File: src/rtl/midi_pkg.sv
// Shared constants and state types for the MIDI key decoder slice.
package midi_pkg;

    localparam logic [3:0] NOTE_OFF = 4'h8;
    localparam logic [3:0] NOTE_ON  = 4'h9;
    localparam logic [3:0] PROG     = 4'hC;
    localparam logic [3:0] CHPRESS  = 4'hD;
    localparam logic [3:0] SYS      = 4'hF;

    typedef enum logic [1:0] {
        UART_IDLE,
        UART_START,
        UART_DATA,
        UART_STOP
    } uart_state_t;

    typedef enum logic [1:0] {
        RS_NONE,
        RS_ON,
        RS_OFF,
        RS_SKIP
    } run_status_t;

    // 0xF8-0xFF may interleave anywhere without disturbing a message.
    function automatic logic is_realtime(input logic [7:0] b);
        return b[7:3] == 5'b11111;
    endfunction

endpackage

File: src/rtl/midi_uart_rx.sv
// 8N1 receiver: 2-FF synchronizer, mid-bit sampling, one-cycle byte/framing strobes.
module midi_uart_rx
    import midi_pkg::*;
#(
    parameter int unsigned CLKS_PER_BIT = 3200
) (
    input  logic       clk,
    input  logic       rst_n,
    input  logic       ce,
    input  logic       rx,
    output logic [7:0] rx_byte,
    output logic       byte_done,
    output logic       frame_err
);

    localparam int unsigned CNT_W = $clog2(CLKS_PER_BIT);
    localparam logic [CNT_W-1:0] BIT_LAST  = CNT_W'(CLKS_PER_BIT - 1);
    localparam logic [CNT_W-1:0] HALF_LAST = CNT_W'(CLKS_PER_BIT / 2 - 1);

    uart_state_t      state_q;
    logic [CNT_W-1:0] cnt_q;
    logic [2:0]       bit_idx_q;
    logic [7:0]       shift_q;
    logic             byte_done_q;
    logic             frame_err_q;
    logic             rx_meta_q;
    logic             rx_sync_q;
    logic             rx_prev_q;

    always_ff @(posedge clk or negedge rst_n) begin
        if (!rst_n) begin
            rx_meta_q <= 1'b1;
            rx_sync_q <= 1'b1;
            rx_prev_q <= 1'b1;
        end else begin
            rx_meta_q <= rx;
            rx_sync_q <= rx_meta_q;
            rx_prev_q <= rx_sync_q;
        end
    end

    // A start bit that has vanished by mid-bit is treated as noise and dropped silently.
    always_ff @(posedge clk or negedge rst_n) begin
        if (!rst_n) begin
            state_q     <= UART_IDLE;
            cnt_q       <= '0;
            bit_idx_q   <= '0;
            shift_q     <= '0;
            byte_done_q <= 1'b0;
            frame_err_q <= 1'b0;
        end else begin
            byte_done_q <= 1'b0;
            frame_err_q <= 1'b0;
            if (!ce) begin
                state_q   <= UART_IDLE;
                cnt_q     <= '0;
                bit_idx_q <= '0;
            end else begin
                case (state_q)
                    UART_IDLE: begin
                        cnt_q <= '0;
                        if (rx_prev_q && !rx_sync_q) state_q <= UART_START;
                    end
                    UART_START: begin
                        if (cnt_q == HALF_LAST) begin
                            cnt_q     <= '0;
                            bit_idx_q <= '0;
                            state_q   <= rx_sync_q ? UART_IDLE : UART_DATA;
                        end else begin
                            cnt_q <= cnt_q + 1'b1;
                        end
                    end
                    UART_DATA: begin
                        if (cnt_q == BIT_LAST) begin
                            cnt_q   <= '0;
                            shift_q <= {rx_sync_q, shift_q[7:1]};
                            if (bit_idx_q == 3'd7) state_q <= UART_STOP;
                            else bit_idx_q <= bit_idx_q + 1'b1;
                        end else begin
                            cnt_q <= cnt_q + 1'b1;
                        end
                    end
                    UART_STOP: begin
                        if (cnt_q == BIT_LAST) begin
                            cnt_q       <= '0;
                            state_q     <= UART_IDLE;
                            byte_done_q <= rx_sync_q;
                            frame_err_q <= !rx_sync_q;
                        end else begin
                            cnt_q <= cnt_q + 1'b1;
                        end
                    end
                    default: state_q <= UART_IDLE;
                endcase
            end
        end
    end

    assign rx_byte   = shift_q;
    assign byte_done = byte_done_q;
    assign frame_err = frame_err_q;

endmodule

File: src/rtl/midi_key_decoder.sv
// MIDI Note On/Off decoder for one channel driving a monophonic last-note-priority key gate.
module midi_key_decoder
    import midi_pkg::*;
#(
    parameter int unsigned CLK_HZ = 100_000_000,
    parameter int unsigned BAUD   = 31250
) (
    input  logic       Sys_clk,
    input  logic       Midi_rst_n,
    input  logic       Midi_ce,
    input  logic       Midi_rx,
    input  logic [3:0] Midi_chan,
    output logic       Syn_key,
    output logic [6:0] Note,
    output logic [6:0] Velocity,
    output logic       Note_valid,
    output logic       Rx_err
);

    localparam int unsigned CLKS_PER_BIT = CLK_HZ / BAUD;

    logic [7:0] rx_byte;
    logic       byte_done;
    logic       frame_err;

    midi_uart_rx #(.CLKS_PER_BIT(CLKS_PER_BIT)) u_uart (
        .clk       (Sys_clk),
        .rst_n     (Midi_rst_n),
        .ce        (Midi_ce),
        .rx        (Midi_rx),
        .rx_byte   (rx_byte),
        .byte_done (byte_done),
        .frame_err (frame_err)
    );

    run_status_t rs_q, rs_d;
    logic        skip_one_q, skip_one_d;
    logic        data_cnt_q, data_cnt_d;
    logic [6:0]  key_q, key_d;
    logic        syn_key_q, syn_key_d;
    logic [6:0]  note_q, note_d;
    logic [6:0]  vel_q, vel_d;
    logic        note_valid_q, note_valid_d;
    logic        rx_err_q, rx_err_d;
    logic        gap_q, gap_d;

    logic [3:0]  hi_nib;
    logic [3:0]  lo_nib;
    assign hi_nib = rx_byte[7:4];
    assign lo_nib = rx_byte[3:0];

    // A new note while the gate is held drops it for exactly one cycle (gap_q) so the envelope retriggers.
    always_comb begin
        rs_d         = rs_q;
        skip_one_d   = skip_one_q;
        data_cnt_d   = data_cnt_q;
        key_d        = key_q;
        syn_key_d    = syn_key_q;
        note_d       = note_q;
        vel_d        = vel_q;
        note_valid_d = 1'b0;
        rx_err_d     = 1'b0;
        gap_d        = 1'b0;

        if (gap_q) syn_key_d = 1'b1;

        if (Midi_ce) begin
            rx_err_d = frame_err;
            if (byte_done) begin
                if (rx_byte[7]) begin
                    if (!is_realtime(rx_byte)) begin
                        data_cnt_d = 1'b0;
                        if (hi_nib == SYS) begin
                            rs_d = RS_NONE;
                        end else if (lo_nib == Midi_chan && hi_nib == NOTE_OFF) begin
                            rs_d = RS_OFF;
                        end else if (lo_nib == Midi_chan && hi_nib == NOTE_ON) begin
                            rs_d = RS_ON;
                        end else begin
                            rs_d       = RS_SKIP;
                            skip_one_d = (hi_nib == PROG) || (hi_nib == CHPRESS);
                        end
                    end
                end else if (rs_q != RS_NONE) begin
                    if (!data_cnt_q) begin
                        key_d      = rx_byte[6:0];
                        data_cnt_d = !(rs_q == RS_SKIP && skip_one_q);
                    end else begin
                        data_cnt_d = 1'b0;
                        if (rs_q == RS_ON && rx_byte[6:0] != 7'd0) begin
                            note_d       = key_q;
                            vel_d        = rx_byte[6:0];
                            note_valid_d = 1'b1;
                            syn_key_d    = !syn_key_q;
                            gap_d        = syn_key_q;
                        end else if ((rs_q == RS_ON || rs_q == RS_OFF)
                                     && key_q == note_q && syn_key_q) begin
                            syn_key_d = 1'b0;
                        end
                    end
                end
            end
        end
    end

    always_ff @(posedge Sys_clk or negedge Midi_rst_n) begin
        if (!Midi_rst_n) begin
            rs_q         <= RS_NONE;
            skip_one_q   <= 1'b0;
            data_cnt_q   <= 1'b0;
            key_q        <= '0;
            syn_key_q    <= 1'b0;
            note_q       <= '0;
            vel_q        <= '0;
            note_valid_q <= 1'b0;
            rx_err_q     <= 1'b0;
            gap_q        <= 1'b0;
        end else begin
            rs_q         <= rs_d;
            skip_one_q   <= skip_one_d;
            data_cnt_q   <= data_cnt_d;
            key_q        <= key_d;
            syn_key_q    <= syn_key_d;
            note_q       <= note_d;
            vel_q        <= vel_d;
            note_valid_q <= note_valid_d;
            rx_err_q     <= rx_err_d;
            gap_q        <= gap_d;
        end
    end

    assign Syn_key    = syn_key_q;
    assign Note       = note_q;
    assign Velocity   = vel_q;
    assign Note_valid = note_valid_q;
    assign Rx_err     = rx_err_q;

endmodule

File: config.mk
export PLATFORM = sky130hd
export DESIGN_NAME = midi_key_decoder
export DESIGN_NICKNAME = d
export VERILOG_FILES = /design/src/rtl/midi_pkg.sv /design/src/rtl/midi_uart_rx.sv /design/src/rtl/midi_key_decoder.sv
export SDC_FILE = /design/constraint.sdc
export NUM_CORES = 1
export LEC_CHECK = 0
export ABC_AREA = 0
export CAP_MARGIN = 5
export CORE_ASPECT_RATIO = 1.75
export CORE_MARGIN = 8
export CORE_UTILIZATION = 55
export CTS_CLUSTER_DIAMETER = 200
export DETAILED_ROUTE_END_ITERATION = 7
export PLACE_DENSITY = 0.77
export SKIP_CTS_REPAIR_TIMING = 1
export SLEW_MARGIN = 40
export SYNTH_ARGS = -nofsm -noshare
export SYNTH_HDL_FRONTEND = slang
export SYNTH_SLANG_ARGS = --single-unit
File: constraint.sdc
create_clock -name Sys_clk -period 3.4 [get_ports Sys_clk]
set_input_delay 0.51 -clock Sys_clk [delete_from_list [all_inputs] [get_ports Sys_clk]]
set_output_delay 0.51 -clock Sys_clk [all_outputs]
set_load 0.02 [all_outputs]
==> impl_metrics.py, run 1 <==
metrics = {
    "cells_and_area": {
        "insertedDiodeCount": 0,
        "finalNonFillerCells": 320,
        "final_nets": 275,
        "drive_gt1_share_pct": 14.7,
        "utilization_pct": 66.6,
        "layout_commonest_cell": "dfrtp_1",
        "mostFrequentLayoutCells": "dfrtp_1 (56), clkdlybuf4s50_1 (23), mux2_1 (20)",
        "fill_cells": 369,
        "syn2layout_area_growth_pct": 18.3,
        "design_area_um2": 3260,
    },
    "yosys": {
        "ys_types": 47,
        "ys_seq_elements": 59,
        "netlist_area_um2": 2760,
        "ys.flop_type": "dfrtp_1",
        "synthCells": 232,
        "synth_edf_count": 0,
        "yosysSeqAreaShare_pct": 53.7,
        "synthArstFlopShare_pct": 100,
        "synth_fp_nets": 246,
        "ys.warnings.count": 0,
        "synth.avg_cell_area_um2": 11.9,
    },
    "setup_path": {
        "crit_path_max_fanout": 18,
        "cp_data_arrival_time_ns": 2.45,
        "worstPathRequired_ns": 3.61,
        "rrSetupSlack_ns": 1.50,
        "critPathKind": "input port to flop",
        "endpoint_kind": "flop",
        "regToRegEndpoint": "key_q[1]",
        "rr_worst_depth": 4,
        "startpoint_type": "input port",
        "regToRegStartpoint": "rs_q[0]",
    },
    "clock_tree": {
        "cts_root_buf": "clkbuf_8",
        "cts_buffer_depth": 2,
        "clock_sinks": 59,
        "clk_pin_slew_ns": 0.07,
        "insertion_delay_ns": 0.34,
        "numCtsBuffers": 9,
        "htreeDepth": 3,
        "tritoncts": "done",
    },
    "floorplan": {
        "die_x_um": 69.5,
        "num_io_pins": 25,
        "die-height_um": 110,
        "core_um2": 4890,
        "die-area_um2": 7620,
        "rows": 34,
        "start_util_pct": 56.3,
    },
    "route": {
        "antenna_left": 0,
        "vias_per_cell": 5.56,
        "vias": 1778,
        "first_pass_iters": 4,
        "drc": 0,
        "drtIter0Drc": 53,
        "drt_wl_total_mm": 5.18,
        "wl_per_cell_um": 16.2,
    },
    "grt": {
        "track_usage_pct": 15.2,
        "grt_pass1_wl_mm": 9.26,
        "grt-ovfl-total": 0,
        "antenna_found_initial": 0,
        "grt_pass1_vias": 1990,
        "grt_max_degree": 31,
    },
    "pwr": {
        "p_leak_nw": 1.58,
        "powerDensity_nw_per_um2": 514,
        "ir_drop_v": 0.000356,
    },
    "timing": {
        "drv_slew": 0,
        "tightest_slew_ns": 0.668,
        "max_slew_margin_pct": 55.5,
        "fin_crit_ns": 2.24,
        "rsz0062_at_grt": "false",
        "setup_violations": 0,
        "hold_viol_final": 0,
        "tns_ns": 0,
        "finClkSkew_ns": 0.0131,
        "fmax_mhz": 447,
        "fin_crit_sh_pct": 65.8,
    },
    "placement": {
        "port_buffers": 24,
        "place_congestion": 0.811,
        "post-place-cells": 304,
        "dpl.hpwl_mm": 3.71,
        "place_area_um2": 3030,
    },
    "hold_path": {
        "hold_class": "input port to asynchronous set/reset pin",
    },
    "run_status": {
        "outcome": "complete, no violations",
    },
    "job": {
        "drv_cap": 0,
    },
}
==> layer usage <==
| layer | up-vias | track usage (%) | part of all wire, % |
|---|---|---|---|
| met2 | 34 | 28.5 | 56 |
| li1 | 868 | - | - |
| met5 | - | 0 | 0 |
| met4 | 0 | 7.07 | 1.4 |
| met3 | 9 | 5.60 | 4.3 |
| met1 | 867 | 14.3 | 38 |
==> critical path, cell delays in order <==
cell             delay (ns)
clkdlybuf4s50_1        0.68
nand2_1                0.20
nor4b_4                0.37
nand3_4                0.28
mux2_1                 0.39
==> final cells by class <==
cell class / count / area (µm²) / area share [%]
sequential: 59 / 1480 / 45.4
clock buffer: 10 / 128 / 3.91
clock inverter: 6 / 105 / 3.22
tap: 54 / 67.6 / 2.07
inverter: 11 / 41.3 / 1.27
timing repair buffer: 25 / 243 / 7.44
multi-input combinational: 155 / 1200 / 36.7
==> registers in the layout (all words and copies together), names as in the netlist <==
signal            count
u_uart.rx_sync_q      1
Velocity              7
u_uart.rx_byte        8
u_uart.frame_err      1
key_q                 7
rs_q                  2
u_uart.bit_idx_q      3
u_uart.state_q        2
gap_q                 1
u_uart.rx_prev_q      1
Note_valid            1
u_uart.byte_done      1
Note                  7
skip_one_q            1
Syn_key               1
u_uart.rx_meta_q      1
data_cnt_q            1
u_uart.cnt_q         12
Rx_err                1
==> through the flow <==
step           power, mW  hold slack (ns)  worst slack, ns
5_1_grt             1.75            0.234             1.04
4_1_cts             1.69            0.200             1.18
3_3_place_gp       0.932            0.347            0.916
6_report            1.67            0.199             1.16
3_5_place_dp       0.937            0.350            0.826
2_1_floorplan      0.889            0.214             1.66
==> power by group <==
| group | total, mW | switching (mW) | internal (mW) |
|---|---|---|---|
| logic | 0.170 | 0.0936 | 0.0761 |
| registers | 0.752 | 0.0288 | 0.724 |
| clock network | 0.753 | 0.270 | 0.483 |
| total | 1.67 | 0.392 | 1.28 |
==> Yosys cell counts, types with 2 or more instances <==
cell type	count	area, µm²
a21oi_1	4	20.0
a41oi_1	2	17.5
and2_1	3	18.8
and3_1	4	25.0
buf_2	4	20.0
clkbuf_1	2	7.51
dfrtp_1	56	1400
dfstp_2	3	78.8
ha_1	6	75.1
inv_1	10	37.5
mux2_1	20	225
mux2_2	8	90.1
mux2i_1	3	30.0
nand2_1	19	71.3
nand3_1	4	20.0
nand3b_1	2	15.0
nand4_1	5	31.3
nor2_1	17	63.8
nor3_1	3	15.0
nor3b_1	3	22.5
nor4_1	2	12.5
o21ai_0	7	35.0
o21ai_1	2	10.0
xnor2_1	9	78.8
xor2_1	12	105
==> worst max-delay path by stage <==
stage | start | to | slack [ns] | depth (start not counted)
after global routing | Midi_ce | Note[4] | 1.04 | 5
final | Midi_ce | Note[4] | 1.16 | 5
after detailed placement | Midi_ce | Note[3] | 0.83 | 5
after CTS | Midi_ce | Note[3] | 1.18 | 5
after global placement | Midi_ce | Note[5] | 0.92 | 5
after floorplan | Midi_ce | u_uart.bit_idx_q[0] | 1.66 | 6
==> kinds of logic (layout without fill, tap and decap cells) <==
group | Yosys count | in the layout | synth area share, %
and+or+nand+nor | 72 | 72 | 14.9
DFF | 59 | 59 | 53.7
muxes | 32 | 32 | 13.1
AOI/OAI and AO/OA | 24 | 24 | 6.04
xor gates and xnor gates | 21 | 21 | 6.67
buffers and inverters | 18 | 52 | 2.91
adders and majority gates | 6 | 6 | 2.72
No activity file was read; power rests on OpenSTA's default activity.
==> run 2, diff against run 1 <==
clock period = 2.3 ns   (was 3.4 ns; I/O delays follow)
==> run 2 against run 1 <==
  * Sequential cell count unchanged
  * Critical path depth down 1
  * Count of clock-buffer cells in the layout up 2
  * Largest power group is now sequential cells
  * Routed wire length down 4.1%
  * Critical endpoint is now key_q[6]
  * Critical path type is now flop to flop
==> impl_metrics.py, run 2 (synthesis gave the netlist of run 1 again) <==
metrics = {
    "run_status": {
        "outcome": "complete, no violations",
    },
    "timing": {
        "fin_crit_sh_pct": 84.4,
        "setup_violations": 0,
        "finClkSkew_ns": 0.0148,
        "fmax_mhz": 515,
        "hold_viol_final": 0,
        "tns_ns": 0,
        "max_slew_margin_pct": 51.9,
        "tightest_slew_ns": 0.721,
        "drv_slew": 0,
        "fin_crit_ns": 1.94,
        "setup_ws_ns": 0.359,
        "rsz0062_at_grt": "false",
        "whs_ns": 0.153,
    },
    "cells_and_area": {
        "finalNonFillerCells": 321,
        "mostFrequentLayoutCells": "dfrtp_1 (56), clkdlybuf4s50_1 (23), mux2_1 (20)",
        "layout_commonest_cell": "dfrtp_1",
        "largest_register": "u_uart.cnt_q",
        "fill_cells": 386,
        "drive_gt1_share_pct": 14.2,
        "insertedDiodeCount": 0,
        "syn2layout_area_growth_pct": 16.7,
        "design_area_um2": 3220,
        "largest_reg_flops": 12,
        "final_nets": 276,
    },
    "route": {
        "drtIter0Drc": 78,
        "antenna_left": 0,
        "first_pass_iters": 4,
        "drt_wl_total_mm": 4.97,
        "vias": 1768,
        "wl_per_cell_um": 15.5,
        "drc": 0,
        "vias_per_cell": 5.51,
    },
    "setup_path": {
        "regToRegStartpoint": "rs_q[0]",
        "critPathKind": "flop to flop",
        "worstPathRequired_ns": 2.51,
        "crit_path_max_fanout": 8,
        "endpoint_kind": "flop",
        "cp_data_arrival_time_ns": 2.15,
        "startpoint_type": "flop",
        "regToRegEndpoint": "key_q[6]",
        "rr_worst_depth": 4,
        "rrSetupSlack_ns": 0.36,
    },
    "grt": {
        "grt_pass1_vias": 1785,
        "antenna_found_initial": 0,
        "grt-ovfl-total": 0,
        "track_usage_pct": 14.1,
        "grt_pass1_wl_mm": 8.45,
        "grt_max_degree": 60,
    },
    "floorplan": {
        "core_um2": 4890,
        "rows": 34,
        "die_x_um": 69.5,
        "die-height_um": 110,
        "start_util_pct": 56.3,
        "die-area_um2": 7620,
        "num_io_pins": 25,
    },
    "clock_tree": {
        "tritoncts": "done",
        "clock_sinks": 59,
        "numCtsBuffers": 9,
        "insertion_delay_ns": 0.33,
        "clk_pin_slew_ns": 0.07,
        "htreeDepth": 3,
        "cts_root_buf": "clkbuf_8",
        "cts_buffer_depth": 2,
    },
    "pwr": {
        "p_leak_nw": 1.56,
        "ir_drop_v": 0.000503,
        "powerDensity_nw_per_um2": 697,
    },
    "placement": {
        "post-place-ws_ns": 0.156,
        "place_area_um2": 3040,
        "dpl.hpwl_mm": 3.56,
        "post-place-cells": 305,
        "port_buffers": 24,
        "place_congestion": 0.791,
    },
    "hold_path": {
        "hold_class": "input port to asynchronous set/reset pin",
    },
    "job": {
        "drv_cap": 0,
    },
}
[run 2: cell count changes in the layout (fill, tap and decap cells not counted), sizes merged]
| cell | change |
|---|---|
| clkbuf | +2 |
| buf | +1 |
| bufinv | -2 |
[run 2: through the flow]
stage | power, mW | utilization [%]
after global placement | 1.38 | 62.0
after detailed placement | 1.39 | 62.0
after floorplan | 1.31 | -
after global routing | 2.34 | 65.7
after CTS | 2.27 | 65.7
final | 2.24 | 65.7
[run 2: report_power, final]
| group | internal [mW] | switching, mW | leakage [nW] | total [mW] |
|---|---|---|---|---|
| clock | 0.496 | 0.379 | 0.0941 | 0.875 |
| sequential | 1.07 | 0.0434 | 0.806 | 1.11 |
| combinational | 0.114 | 0.139 | 0.656 | 0.253 |
| total | 1.68 | 0.562 | 1.56 | 2.24 |
[run 2: critical path, stage by stage (launching register included)]
cell and delay [ns]:
dfrtp_1 0.41, inv_1 0.06, ha_1 0.25, or4_1 0.71, mux2_1 0.38
[run 2: per-layer routing]
metal,vias to the layer above,track usage [%],share of wire [%]
met5,-,0,0
met4,0,7.66,2.5
met3,9,5.33,4.6
met2,39,25.5,54
met1,850,13.6,39
li1,870,-,-
[run 2: worst max path at each step]
| stage | from | depth (start not counted) | endpoint |
|---|---|---|---|
| detailed placement | Midi_ce | 7 | u_uart.bit_idx_q[0] |
| global route | rs_q[0] | 4 | key_q[6] |
| CTS | rs_q[0] | 4 | key_q[6] |
| global placement | Midi_ce | 7 | u_uart.bit_idx_q[0] |
| finish | rs_q[0] | 4 | key_q[6] |
| floorplan | rs_q[0] | 5 | key_q[0] |
[run 2: layout make-up]
cell class | count | area, µm² | area share (%)
clock buffers | 12 | 135 | 4.20
repair buffers | 26 | 250 | 7.78
inverters | 11 | 41.3 | 1.28
well taps | 54 | 67.6 | 2.10
flip-flops and latches | 59 | 1480 | 46.0
multi-input cells | 155 | 1200 | 37.2
clock inverters | 4 | 45.0 | 1.40
==> run 3, diff against run 2 <==
clock period = 1.8 ns   (was 2.3 ns; I/O delays follow)
==> run 3 against run 2 <==
  * Core utilization rose by 8.2 points
  * Setup slack got worse by 0.30 ns
  * Die area did not move
  * Global-route usage rose by 1.3 points
  * Clock power rose by 60%
  * Clock skew fell by 0.0072 ns
  * Non-clock buffer count rose by 34
  * Final cell count rose by 11%
  * Critical path type unchanged
==> impl_metrics.py, run 3 (synthesis gave the netlist of run 1 again) <==
metrics = {
    "route": {
        "drc": 0,
        "antenna_left": 0,
        "wl_met2_mm": 3.36,
        "first_pass_iters": 4,
        "vias": 1982,
        "top_layer_used": "met4",
        "drt_wl_total_mm": 5.85,
        "routedLengthMet1_mm": 2.14,
        "wl_per_cell_um": 16.5,
        "drtIter0Drc": 80,
        "vias_per_cell": 5.58,
        "met3_length_um": 209,
    },
    "clock_tree": {
        "clk_pin_slew_ns": 0.06,
        "clock_sinks": 59,
        "tritoncts": "done",
        "numCtsBuffers": 9,
        "cts_buffer_depth": 2,
        "cts_root_buf": "clkbuf_8",
        "insertion_delay_ns": 0.34,
        "htreeDepth": 3,
    },
    "timing": {
        "fmax_mhz": 574,
        "drv_slew": 0,
        "whs_ns": 0.339,
        "fin_crit_ns": 1.74,
        "tns_ns": 0,
        "max_slew_margin_pct": 74.3,
        "hold_viol_final": 0,
        "tightest_slew_ns": 0.384,
        "fin_crit_sh_pct": 96.8,
        "setup_violations": 0,
        "finClkSkew_ns": 0.00758,
    },
    "cells_and_area": {
        "multiInputGateArea_um2": 1280,
        "largest_reg_flops": 12,
        "design_area_um2": 3610,
        "largest_register": "u_uart.cnt_q",
        "insertedDiodeCount": 0,
        "fill_cells": 352,
        "syn2layout_area_growth_pct": 31.1,
        "drive_gt1_share_pct": 27.2,
        "utilization_pct": 73.9,
        "seq_area_um2": 1480,
        "final_nets": 311,
        "layout_commonest_cell": "dfrtp_1",
        "mostFrequentLayoutCells": "dfrtp_1 (56), buf_4 (34), clkdlybuf4s50_1 (23)",
    },
    "placement": {
        "place_congestion": 0.807,
        "dpl.hpwl_mm": 4.08,
        "port_buffers": 24,
        "place_area_um2": 3260,
    },
    "floorplan": {
        "core_um2": 4890,
        "rows": 34,
        "start_util_pct": 56.3,
        "die_x_um": 69.5,
        "die-area_um2": 7620,
        "num_io_pins": 25,
        "die-height_um": 110,
    },
    "pwr": {
        "powerDensity_nw_per_um2": 917,
        "fin_total_pwr_mw": 3.31,
        "ir_drop_v": 0.00101,
        "p_leak_nw": 1.77,
    },
    "setup_path": {
        "startpoint_type": "flop",
        "worstPathRequired_ns": 2.01,
        "crit_path_max_fanout": 4,
        "critPathKind": "flop to flop",
        "cp_data_arrival_time_ns": 1.96,
        "endpoint_kind": "flop",
    },
    "grt": {
        "antenna_found_initial": 0,
        "grt-ovfl-total": 0,
        "track_usage_pct": 15.5,
        "grt_max_degree": 33,
        "grt_pass1_wl_mm": 9.32,
        "grt_pass1_vias": 2051,
    },
    "hold_path": {
        "hold_class": "input port to flop",
    },
    "run_status": {
        "outcome": "complete, no violations",
    },
    "job": {
        "drv_cap": 0,
    },
}
run 3: cell types whose count changed in the layout (fill, tap and decap cells not counted), moves of 2 or more:
cell,delta
clkbuf_1,-3
buf_4,+32
ha_4,+2
bufinv_16,+2
ha_1,-2
run 3: per-stage QoR:
step                      std cells  setup slack (ns)
after floorplan                 232            0.0710
after global placement          333            -0.179
after detailed placement        333            -0.270
after CTS                       348           -0.0777
after global routing            355           -0.0332
final                           355            0.0584
run 3: path summary, 6_finish.rpt:
path / slack (ns) / cells past startpoint / to / from
min reg2reg: 0.36 / 0 / u_uart.rx_sync_q / u_uart.rx_meta_q
max: 0.06 / 5 / u_uart.bit_idx_q[0] / u_uart.cnt_q[7]
min: 0.34 / 1 / u_uart.rx_meta_q / Midi_rx
max reg2reg: 0.06 / 5 / u_uart.bit_idx_q[0] / u_uart.cnt_q[7]
min in group asynchronous: 0.38 / 2 / Note[6] / Midi_rst_n
max in group asynchronous: 0.86 / 3 / u_uart.rx_prev_q / Midi_rst_n
run 3: report_power, final:
part	leakage (nW)	internal (mW)	switching, mW	total, mW
clock network	0.119	0.904	0.498	1.40
registers	0.806	1.37	0.0508	1.42
logic	0.840	0.265	0.229	0.493
total	1.77	2.54	0.777	3.31
run 3: metal layers:
layer | track usage (%) | vias up
li1 | - | 942
met5 | 0 | -
met3 | 4.70 | 12
met2 | 30.4 | 38
met1 | 14.1 | 990
met4 | 6.63 | 0
run 3: layout make-up:
| cell class | count | share of cell area, % |
|---|---|---|
| inverters | 11 | 1.14 |
| well taps | 54 | 1.87 |
| clock inverters | 6 | 2.91 |
| flip-flops and latches | 59 | 40.9 |
| repair buffers | 60 | 14.4 |
| multi-input cells | 156 | 35.3 |
| clock buffers | 9 | 3.43 |
run 3: critical path: stages (launching register included):
cell and delay (ns):
dfrtp_1 0.42, nor3b_4 0.28, a21oi_1 0.15, a211oi_4 0.28
o21a_2 0.20, mux2_4 0.30
